## config.mk

```make
export PLATFORM = sky130hd
export DESIGN_NAME = pipe_hazard_ctrl
export DESIGN_NICKNAME = d
export VERILOG_FILES = /design/src/rtl/pipe_hazard_ctrl.sv
export SDC_FILE = /design/constraint.sdc
export NUM_CORES = 1
export LEC_CHECK = 0
export BUFFER_PORTS_ARGS = -buffer_cell sky130_fd_sc_hd__buf_2
export CAP_MARGIN = 30
export CORE_MARGIN = 2
export CORE_UTILIZATION = 41
export CTS_CLUSTER_SIZE = 30
export DETAILED_ROUTE_END_ITERATION = 8
export PLACE_DENSITY = 0.8
export SETUP_SLACK_MARGIN = 0.15
export SLEW_MARGIN = 20
export SYNTH_ARGS = -nofsm -noshare
export SYNTH_HDL_FRONTEND = slang
export SYNTH_SLANG_ARGS = --single-unit
export TNS_END_PERCENT = 30
```

## constraint.sdc

```tcl
create_clock -name clk -period 3.64 [get_ports clk]
set_input_delay 1.092 -clock clk [delete_from_list [all_inputs] [get_ports clk]]
set_output_delay 1.092 -clock clk [all_outputs]
set_load 0.02 [all_outputs]
```

## src/rtl/pipe_hazard_ctrl.sv

```systemverilog
// rtl/pipe_hazard_ctrl.sv - load-use stall, forwarding select and flush controller
//
// Purpose: tracks the instructions in flight after ID in a DEPTH-entry scoreboard
//   (stage 0 = EX .. stage DEPTH-1 = WB). It selects the forwarding source for each
//   EX operand and stalls ID when the youngest producer of an operand is a load
//   whose data is not yet available.
//
// Parameters: DEPTH (3..8), LOAD_READY (1..DEPTH-1), REG_W.
// Ports:
//   clk, reset (async, active-low)
//   id_rs, id_rt, id_use_rs, id_use_rt  - ID source operands and their use bits
//   id_wr_en, id_is_load, id_dest       - ID destination information
//   id_redirect                         - control-flow redirect resolved in ID
//   pc_en, ifid_en, ifid_flush, bubble  - combinational pipeline controls
//   fwd_a_ex, fwd_b_ex, ex_valid        - registered EX-stage controls
//   stall_cnt, flush_cnt                - event counters
// Optional feature: define PIPE_HAZARD_STATS_EN to build the saturating event
//   counters; otherwise both counter outputs are tied to zero.
module pipe_hazard_ctrl #(
  parameter int DEPTH      = 3,
  parameter int LOAD_READY = 2,
  parameter int REG_W      = 5
) (
  input  logic                       clk,
  input  logic                       reset,
  input  logic [REG_W-1:0]           id_rs,
  input  logic [REG_W-1:0]           id_rt,
  input  logic                       id_use_rs,
  input  logic                       id_use_rt,
  input  logic                       id_wr_en,
  input  logic                       id_is_load,
  input  logic [REG_W-1:0]           id_dest,
  input  logic                       id_redirect,
  output logic                       pc_en,
  output logic                       ifid_en,
  output logic                       ifid_flush,
  output logic                       bubble,
  output logic [$clog2(DEPTH)-1:0]   fwd_a_ex,
  output logic [$clog2(DEPTH)-1:0]   fwd_b_ex,
  output logic                       ex_valid,
  output logic [31:0]                stall_cnt,
  output logic [31:0]                flush_cnt
);

  localparam int FW = $clog2(DEPTH);

  logic             r_valid [DEPTH];
  logic             r_wr    [DEPTH];
  logic             r_ld    [DEPTH];
  logic [REG_W-1:0] r_dest  [DEPTH];

  logic          w_hit_a, w_hit_b;
  logic          w_rdy_a, w_rdy_b;
  logic [FW-1:0] w_sel_a, w_sel_b;
  logic          w_stall;

  // Scan from the oldest stage toward stage 0 so that the youngest matching
  // producer is the last one written and therefore wins. The WB stage is
  // skipped because the register file writes through.
  always_comb begin
    w_hit_a = 1'b0;
    w_hit_b = 1'b0;
    w_rdy_a = 1'b1;
    w_rdy_b = 1'b1;
    w_sel_a = '0;
    w_sel_b = '0;
    for (int s = DEPTH - 1; s >= 0; s--) begin
      if ((s <= DEPTH - 2) && r_valid[s] && r_wr[s]) begin
        if (id_use_rs && (id_rs != '0) && (r_dest[s] == id_rs)) begin
          w_hit_a = 1'b1;
          w_sel_a = FW'(s + 1);
          w_rdy_a = !r_ld[s] || ((s + 1) >= LOAD_READY);
        end
        if (id_use_rt && (id_rt != '0) && (r_dest[s] == id_rt)) begin
          w_hit_b = 1'b1;
          w_sel_b = FW'(s + 1);
          w_rdy_b = !r_ld[s] || ((s + 1) >= LOAD_READY);
        end
      end
    end
  end

  assign w_stall    = (w_hit_a && !w_rdy_a) || (w_hit_b && !w_rdy_b);
  assign pc_en      = !w_stall;
  assign ifid_en    = !w_stall;
  assign bubble     = w_stall;
  // A redirect is held off while stalled; ID still holds the branch afterwards.
  assign ifid_flush = id_redirect && !w_stall;

  always_ff @(posedge clk or negedge reset) begin
    if (!reset) begin
      for (int s = 0; s < DEPTH; s++) begin
        r_valid[s] <= 1'b0;
        r_wr[s]    <= 1'b0;
        r_ld[s]    <= 1'b0;
        r_dest[s]  <= '0;
      end
      fwd_a_ex <= '0;
      fwd_b_ex <= '0;
      ex_valid <= 1'b0;
    end else begin
      for (int s = 1; s < DEPTH; s++) begin
        r_valid[s] <= r_valid[s-1];
        r_wr[s]    <= r_wr[s-1];
        r_ld[s]    <= r_ld[s-1];
        r_dest[s]  <= r_dest[s-1];
      end
      if (w_stall) begin
        r_valid[0] <= 1'b0;
        r_wr[0]    <= 1'b0;
        r_ld[0]    <= 1'b0;
        r_dest[0]  <= '0;
        fwd_a_ex   <= '0;
        fwd_b_ex   <= '0;
        ex_valid   <= 1'b0;
      end else begin
        r_valid[0] <= 1'b1;
        r_wr[0]    <= id_wr_en;
        r_ld[0]    <= id_is_load;
        r_dest[0]  <= id_dest;
        fwd_a_ex   <= w_sel_a;
        fwd_b_ex   <= w_sel_b;
        ex_valid   <= 1'b1;
      end
    end
  end

`ifdef PIPE_HAZARD_STATS_EN
  logic [31:0] r_stall_cnt;
  logic [31:0] r_flush_cnt;

  always_ff @(posedge clk or negedge reset) begin
    if (!reset) begin
      r_stall_cnt <= '0;
      r_flush_cnt <= '0;
    end else begin
      if (w_stall && (r_stall_cnt != 32'hFFFF_FFFF)) begin
        r_stall_cnt <= r_stall_cnt + 32'd1;
      end
      if (ifid_flush && (r_flush_cnt != 32'hFFFF_FFFF)) begin
        r_flush_cnt <= r_flush_cnt + 32'd1;
      end
    end
  end

  assign stall_cnt = r_stall_cnt;
  assign flush_cnt = r_flush_cnt;
`else
  assign stall_cnt = '0;
  assign flush_cnt = '0;
`endif

endmodule

```

==> metrics.txt, run 1 <==
# TYPE chip_impl_metric gauge
chip_impl_metric{name="mappedNetlistArea",unit="sq mm"} 0.00137
chip_impl_metric{name="core",unit="sq mm"} 0.00328
chip_impl_info{name="crit_path_end_kind",value="output port"} 1
chip_impl_info{name="critical_path.top_delay_family",value="simple AND/OR/NAND/NOR gates"} 1
chip_impl_metric{name="cts_setup_buffers",unit=""} 0
chip_impl_metric{name="area_delta_synth_final",unit="%"} 8.20
chip_impl_metric{name="avgRoutedWirePerCell",unit="um"} 9.89
chip_impl_metric{name="io_buffer_count",unit=""} 30
chip_impl_info{name="cts_tree",value="built"} 1
chip_impl_metric{name="start_util",unit=""} 0.418
chip_impl_metric{name="design.portCount",unit=""} 95
chip_impl_metric{name="grt_remaining_overflow",unit=""} 0
chip_impl_metric{name="detail-route-antenna-nets",unit=""} 0
chip_impl_metric{name="die_h",unit="um"} 61.9
chip_impl_metric{name="achievable-frequency",unit="MHz"} 277
chip_impl_metric{name="syn-instance-count",unit=""} 132
chip_impl_metric{name="grt_start_max_net_pins",unit=""} 20
chip_impl_metric{name="numCtsBuffers",unit=""} 3
chip_impl_info{name="layout.cells.most_common_list",value="64 x sky130_fd_sc_hd__conb_1, 26 x sky130_fd_sc_hd__buf_2, 19 x sky130_fd_sc_hd__dfrtp_1"} 1
chip_impl_info{name="critPathSlowestCell",value="sky130_fd_sc_hd__or4_4"} 1
chip_impl_metric{name="layout_worst_path_cycle_share",unit=""} 0.991
chip_impl_metric{name="first_pass_iters",unit=""} 4
chip_impl_metric{name="dr_total_vias",unit=""} 824
chip_impl_metric{name="timing.max_cap.violations",unit=""} 0
chip_impl_metric{name="report.final.hold_viol_count",unit=""} 0
chip_impl_metric{name="post-dp-hpwl",unit="um"} 1790
chip_impl_metric{name="htree_levels",unit=""} 1
chip_impl_metric{name="num_antenna_cells",unit=""} 0
chip_impl_metric{name="final-instance-count-excl-fill",unit=""} 220
chip_impl_metric{name="data_arrival_time_at_the_worst_slack_endpoint",unit="ps"} 2510
chip_impl_metric{name="gpl.final_weighted_congestion",unit=""} 0.871
chip_impl_metric{name="critPathRequiredTime",unit="ps"} 2550
chip_impl_metric{name="synth.lib_cells_used.distinct",unit=""} 18
chip_impl_metric{name="totalWireLength",unit="um"} 2180
chip_impl_metric{name="grt_pass1_vias",unit=""} 744
chip_impl_info{name="start_to_end_type_of_the_worst_setup_path",value="input port to output port"} 1
chip_impl_metric{name="synth_seq_area_share",unit=""} 0.346
chip_impl_info{name="root_buffer",value="sky130_fd_sc_hd__clkbuf_4"} 1
chip_impl_metric{name="die_outline_area",unit="sq mm"} 0.00383
chip_impl_metric{name="postPlaceCellArea",unit="sq mm"} 0.00141
chip_impl_metric{name="nFillCells",unit=""} 329
chip_impl_metric{name="cellPowerDensity",unit="mW/mm^2"} 308
chip_impl_metric{name="finClkSkew",unit="ps"} 2.92
chip_impl_metric{name="holdWs",unit="ps"} 386
chip_impl_metric{name="yosys_warnings",unit=""} 0
chip_impl_metric{name="fin_util",unit=""} 0.453
chip_impl_metric{name="final_cell_area",unit="sq mm"} 0.00149
chip_impl_metric{name="drt_first_iter_violations",unit=""} 16
chip_impl_info{name="startpoint_type",value="input port"} 1
chip_impl_info{name="outcome",value="finished, final reports clean"} 1
chip_impl_metric{name="post-place-cells",unit=""} 216
chip_impl_info{name="hold_class",value="flop to flop"} 1
chip_impl_metric{name="die_w",unit="um"} 61.9
chip_impl_metric{name="grt_antenna_before_repair",unit=""} 0
chip_impl_metric{name="clock_sinks",unit=""} 19
chip_impl_metric{name="grt_first_pass_wirelength",unit="um"} 3060
chip_impl_metric{name="final_layout_size_suffix_gt1_frac",unit=""} 0.310
chip_impl_metric{name="cts_max_path_buffers",unit=""} 2
chip_impl_metric{name="fin_crit",unit="ps"} 3610
chip_impl_metric{name="ys_seq_elements",unit=""} 19
chip_impl_metric{name="layout_nets",unit=""} 197
chip_impl_metric{name="critical_path.max_fanout",unit=""} 5
chip_impl_info{name="timing.critical_path.cells",value="buf_6 > or4_4 > o21ai_4 > nor4_4 > o21ai_4 > and2_4 > buf_6"} 1
chip_impl_metric{name="final-max-slew-violation-count",unit=""} 0
chip_impl_metric{name="row_count",unit=""} 21
chip_impl_metric{name="power",unit="uW"} 458
chip_impl_metric{name="synth.avg_cell_area",unit="sq um"} 10.4
chip_impl_metric{name="route.detailed.drc",unit=""} 0
chip_impl_metric{name="critical_path.n_buffers_inverters",unit=""} 2
chip_impl_info{name="rsz0062_at_grt",value="yes"} 1
chip_impl_metric{name="viasPerCell",unit=""} 3.75
chip_impl_metric{name="critical-path-max-stage-delay",unit="ps"} 540
chip_impl_info{name="most_common_cell_after_layout_fill_and_taps_aside",value="sky130_fd_sc_hd__conb_1"} 1
chip_impl_metric{name="clkTransAtPathRegs",unit="ps"} 100
chip_impl_metric{name="leakage",unit="uW"} 0.000757
chip_impl_metric{name="worst_ir_drop_vdd",unit="uV"} 99.9
chip_impl_metric{name="worstSkewPairLatency",unit="ps"} 280
chip_impl_metric{name="timing.final.setup_violations",unit=""} 0
chip_impl_metric{name="grt_util_all_layers",unit=""} 0.108
## path summary, 6_finish.rpt
kind | start | end | slack, ps | cells past startpoint
max | id_rs[0] | ifid_flush | 30 | 7
min | r_wr[2]$_DFF_PN0_ | r_wr[1]$_DFF_PN0_ | 390 | 0
max reg2reg | r_dest[13]$_DFF_PN0_ | r_dest[12]$_DFF_PN0_ | 1920 | 6
min reg2reg | r_wr[2]$_DFF_PN0_ | r_wr[1]$_DFF_PN0_ | 390 | 0
max in group asynchronous | reset | r_dest[9]$_DFF_PN0_ | 2640 | 1
min in group asynchronous | reset | fwd_a_ex[1]$_DFF_PN0_ | 710 | 1
## cell type report
cell class | count | area (sq um) | area share
clock buffers | 4 | 26.3 | 0.0177
multi-input cells | 110 | 673 | 0.453
well taps | 46 | 57.6 | 0.0387
repair buffers | 40 | 250 | 0.168
flip-flops and latches | 19 | 475 | 0.320
inverters | 1 | 3.75 | 0.00253
## synthesized netlist by cell type
cell type / count / area share
sky130_fd_sc_hd__buf_4: 65 / 0.36
sky130_fd_sc_hd__dfrtp_1: 19 / 0.35
sky130_fd_sc_hd__xnor2_1: 10 / 0.064
sky130_fd_sc_hd__xor2_1: 10 / 0.064
sky130_fd_sc_hd__and2_1: 8 / 0.036
sky130_fd_sc_hd__nand4_1: 4 / 0.018
sky130_fd_sc_hd__a2111oi_2: 2 / 0.022
sky130_fd_sc_hd__nor2b_1: 2 / 0.0091
sky130_fd_sc_hd__nor4_1: 2 / 0.0091
sky130_fd_sc_hd__o21ai_4: 2 / 0.024
sky130_fd_sc_hd__conb_1: 1 / 0.0027
sky130_fd_sc_hd__inv_1: 1 / 0.0027
sky130_fd_sc_hd__nand2_1: 1 / 0.0027
sky130_fd_sc_hd__nor4_2: 1 / 0.0091
sky130_fd_sc_hd__nor4_4: 1 / 0.015
sky130_fd_sc_hd__o21ai_2: 1 / 0.0064
sky130_fd_sc_hd__or4_1: 1 / 0.0055
sky130_fd_sc_hd__or4_4: 1 / 0.0082
## metal layers
| layer | vias up | global-route usage | routed length (um) |
|---|---|---|---|
| li1 | 380 | - | - |
| met1 | 387 | 0.122 | 801 |
| met2 | 53 | 0.194 | 1130 |
| met3 | 4 | 0.0290 | 209 |
| met4 | 0 | 0.0426 | 36 |
| met5 | - | 0 | 0 |
## power breakdown
part | internal (uW) | switching (uW) | total (uW)
Clock | 42.5 | 58.7 | 101
Sequential | 220 | 8.97 | 228
Combinational | 36.4 | 91.5 | 128
Total | 298 | 159 | 458
## sequential cells by signal, indices dropped and copies added (netlist names)
| register | count |
|---|---|
| fwd_b_ex | 2 |
| r_valid | 2 |
| r_wr | 2 |
| r_ld | 1 |
| fwd_a_ex | 2 |
| r_dest | 10 |
## repair_timing
| action | CTS | global route |
|---|---|---|
| pin swaps | 5 | 6 |
| resized for setup | 3 | 7 |
| setup endpoints to repair | 4 | 4 |
| hold buffers | 0 | 0 |
## kinds of logic (layout without fill, tap and decap cells)
logic type,after synthesis,after routing,share of synthesized area
simple gates,21,21,0.114
flops,19,19,0.346
xor+xnor,20,20,0.127
buf+inv,66,45,0.358
compound gates,5,5,0.0519
other cells,1,64,0.00273
## metrics by stage
step | TNS [ps] | worst slack [ps]
finish | 0 | 33.9
global route | -33.3 | -33.3
floorplan | 0 | 114
global placement | 0 | 20.8
CTS | 0 | 55.6
detailed placement | 0 | 6.23
(Power assumes the default switching activity.)
==> run 2: changes to the inputs <==
--- a/config.mk
+++ b/config.mk
@@ -7,5 +7,4 @@
 export LEC_CHECK = 0
 export BUFFER_PORTS_ARGS = -buffer_cell sky130_fd_sc_hd__buf_2
-export CAP_MARGIN = 30
 export CORE_MARGIN = 2
 export CORE_UTILIZATION = 41
==> constraint.sdc (replaced) <==
create_clock -name clk -period 3.64 [get_ports clk]
set_input_delay 0.364 -clock clk [delete_from_list [all_inputs] [get_ports clk]]
set_output_delay 0.364 -clock clk [all_outputs]
set_load 0.02 [all_outputs]
==> metrics.txt, run 2 (same netlist as run 1, synthesis figures left out) <==
# TYPE chip_impl_metric gauge
chip_impl_metric{name="pwr-share-clk",unit=""} 0.229
chip_impl_metric{name="first_pass_iters",unit=""} 4
chip_impl_metric{name="cts_setup_buffers",unit=""} 0
chip_impl_metric{name="leakage",unit="uW"} 0.000693
chip_impl_metric{name="largest_register_ff_count",unit=""} 10
chip_impl_metric{name="clkTransAtPathRegs",unit="ps"} 100
chip_impl_metric{name="numCtsBuffers",unit=""} 3
chip_impl_metric{name="reg2regPathDepth",unit=""} 5
chip_impl_metric{name="num_antenna_cells",unit=""} 0
chip_impl_metric{name="grt_remaining_overflow",unit=""} 0
chip_impl_metric{name="achievable-frequency",unit="MHz"} 409
chip_impl_metric{name="grt_first_pass_wirelength",unit="um"} 2760
chip_impl_metric{name="power.share.sequential",unit=""} 0.514
chip_impl_metric{name="tns_setup",unit="ps"} 0
chip_impl_metric{name="tightestPinTransition",unit="ps"} 614
chip_impl_metric{name="die_w",unit="um"} 61.9
chip_impl_metric{name="worstSkewPairLatency",unit="ps"} 280
chip_impl_metric{name="timing.final.setup_violations",unit=""} 0
chip_impl_info{name="root_buffer",value="sky130_fd_sc_hd__clkbuf_4"} 1
chip_impl_metric{name="final_layout_size_suffix_gt1_frac",unit=""} 0.248
chip_impl_metric{name="drt_first_iter_violations",unit=""} 25
chip_impl_metric{name="sequential_cell_area",unit="sq um"} 475
chip_impl_metric{name="final-max-slew-violation-count",unit=""} 0
chip_impl_metric{name="fin_crit",unit="ps"} 2440
chip_impl_metric{name="route.detailed.drc",unit=""} 0
chip_impl_metric{name="finClkSkew",unit="ps"} 2.56
chip_impl_metric{name="critPathRequiredTime",unit="ps"} 3280
chip_impl_metric{name="design.portCount",unit=""} 95
chip_impl_metric{name="holdWs",unit="ps"} 275
chip_impl_metric{name="critical_path.max_fanout",unit=""} 12
chip_impl_metric{name="min_path_cells",unit=""} 2
chip_impl_metric{name="data_arrival_time_at_the_worst_slack_endpoint",unit="ps"} 2080
chip_impl_metric{name="worst_setup_slack_after_layout",unit="ps"} 1200
chip_impl_metric{name="dr_total_vias",unit=""} 752
chip_impl_metric{name="timing.max_cap.violations",unit=""} 0
chip_impl_info{name="rsz0062_at_grt",value="no"} 1
chip_impl_info{name="start_to_end_type_of_the_worst_setup_path",value="flop to output port"} 1
chip_impl_metric{name="core",unit="sq mm"} 0.00328
chip_impl_metric{name="worst_ir_drop_vdd",unit="uV"} 132
chip_impl_metric{name="start_util",unit=""} 0.418
chip_impl_info{name="crit_path_end_kind",value="output port"} 1
chip_impl_metric{name="grt_start_max_net_pins",unit=""} 20
chip_impl_metric{name="maxSlewHeadroom",unit=""} 0.587
chip_impl_metric{name="post-dp-hpwl",unit="um"} 1670
chip_impl_metric{name="postCtsResizedCells",unit=""} 0
chip_impl_metric{name="cellPowerDensity",unit="mW/mm^2"} 325
chip_impl_info{name="max_flop_register",value="r_dest"} 1
chip_impl_info{name="timing.critical_path.cells",value="xnor2_1 > nand4_1 > nor4_2 > o21ai_4 > and2_1 > buf_2"} 1
chip_impl_metric{name="row_count",unit=""} 21
chip_impl_metric{name="htree_levels",unit=""} 1
chip_impl_metric{name="grt_antenna_before_repair",unit=""} 0
chip_impl_info{name="layout.cells.most_common_list",value="64 x sky130_fd_sc_hd__conb_1, 30 x sky130_fd_sc_hd__buf_2, 19 x sky130_fd_sc_hd__dfrtp_1"} 1
chip_impl_metric{name="area_delta_synth_final",unit="%"} -0.547
chip_impl_metric{name="viasPerCell",unit=""} 3.56
chip_impl_metric{name="detail-route-antenna-nets",unit=""} 0
chip_impl_info{name="startpoint_type",value="flop"} 1
chip_impl_info{name="outcome",value="finished, final reports clean"} 1
chip_impl_metric{name="fin_util",unit=""} 0.416
chip_impl_metric{name="cts_max_path_buffers",unit=""} 2
chip_impl_metric{name="report.final.hold_viol_count",unit=""} 0
chip_impl_info{name="cts_tree",value="built"} 1
chip_impl_metric{name="power.share.switching",unit=""} 0.348
chip_impl_metric{name="crit_cells",unit=""} 6
chip_impl_metric{name="die_outline_area",unit="sq mm"} 0.00383
chip_impl_metric{name="grt_util_all_layers",unit=""} 0.101
chip_impl_metric{name="totalWireLength",unit="um"} 1930
chip_impl_metric{name="final-instance-count-excl-fill",unit=""} 211
chip_impl_metric{name="power.switching",unit="uW"} 155
chip_impl_metric{name="internal_power",unit="uW"} 290
chip_impl_info{name="critical_path.top_delay_family",value="simple AND/OR/NAND/NOR gates"} 1
chip_impl_metric{name="post-place-ws",unit="ps"} 1310
chip_impl_metric{name="io_buffer_count",unit=""} 30
chip_impl_info{name="most_common_cell_after_layout_fill_and_taps_aside",value="sky130_fd_sc_hd__conb_1"} 1
chip_impl_info{name="critPathSlowestCell",value="sky130_fd_sc_hd__nor4_2"} 1
chip_impl_metric{name="multi_input_area",unit="sq um"} 643
chip_impl_metric{name="critical_path.n_buffers_inverters",unit=""} 1
chip_impl_metric{name="critical-path-max-stage-delay",unit="ps"} 550
chip_impl_metric{name="layout_nets",unit=""} 188
chip_impl_info{name="hold_class",value="input port to flop"} 1
chip_impl_metric{name="nFillCells",unit=""} 331
chip_impl_metric{name="layout_worst_path_cycle_share",unit=""} 0.671
chip_impl_metric{name="gpl.final_weighted_congestion",unit=""} 0.832
chip_impl_metric{name="grt_pass1_vias",unit=""} 633
chip_impl_metric{name="post-place-cells",unit=""} 206
chip_impl_metric{name="die_h",unit="um"} 61.9
chip_impl_metric{name="avgRoutedWirePerCell",unit="um"} 9.14
chip_impl_metric{name="clock_sinks",unit=""} 19
chip_impl_metric{name="power_share_of_the_combinational_group",unit=""} 0.257
run 2: layout make-up:
type / count / share of cell area
Timing Repair Buffer: 31 / 0.117
Multi-Input combinational cell: 110 / 0.471
Clock buffer: 4 / 0.0192
Tap cell: 46 / 0.0421
Inverter: 1 / 0.00275
Sequential cell: 19 / 0.348
run 2: power by group through the flow:
stage	logic [uW]	registers [uW]	clock network, uW
after CTS	114	229	106
after global routing	126	230	118
after detailed placement	113	233	0
after global placement	114	232	0
final	114	228	102
after floorplan	140	231	0
run 2: timing repair:
action | 4_1_cts | 5_1_grt
hold buffers | 1 | 0
setup endpoints to repair | 0 | 0
endpoints found under the hold margin | 10 | 0
run 2: stage by stage:
stage / cell area, sq um / total power [uW]
after floorplan: 1610 / 371
after global routing: 1370 / 474
after global placement: 1330 / 346
after detailed placement: 1330 / 346
final: 1370 / 444
after CTS: 1370 / 449
run 2: metal layers:
layer  share of wire  track usage  vias up
met2            0.48        0.174       44
met3           0.092       0.0311        2
met1            0.41        0.119      344
met4          0.0088       0.0365        0
met5               0            0        -
li1                -            -      362
run 2: path summary, 6_finish.rpt:
| check | to | start | slack [ps] |
|---|---|---|---|
| worst max-delay path | ifid_flush | r_dest[10]$_DFF_PN0_ | 1200 |
| worst min-delay path | r_dest[12]$_DFF_PN0_ | id_dest[2] | 270 |
| worst max register to register | r_dest[14]$_DFF_PN0_ | r_dest[10]$_DFF_PN0_ | 1890 |
| worst min register to register | r_wr[1]$_DFF_PN0_ | r_wr[2]$_DFF_PN0_ | 390 |
| max in group asynchronous | r_wr[2]$_DFF_PN0_ | reset | 2840 |
| min in group asynchronous | r_dest[6]$_DFF_PN0_ | reset | 520 |
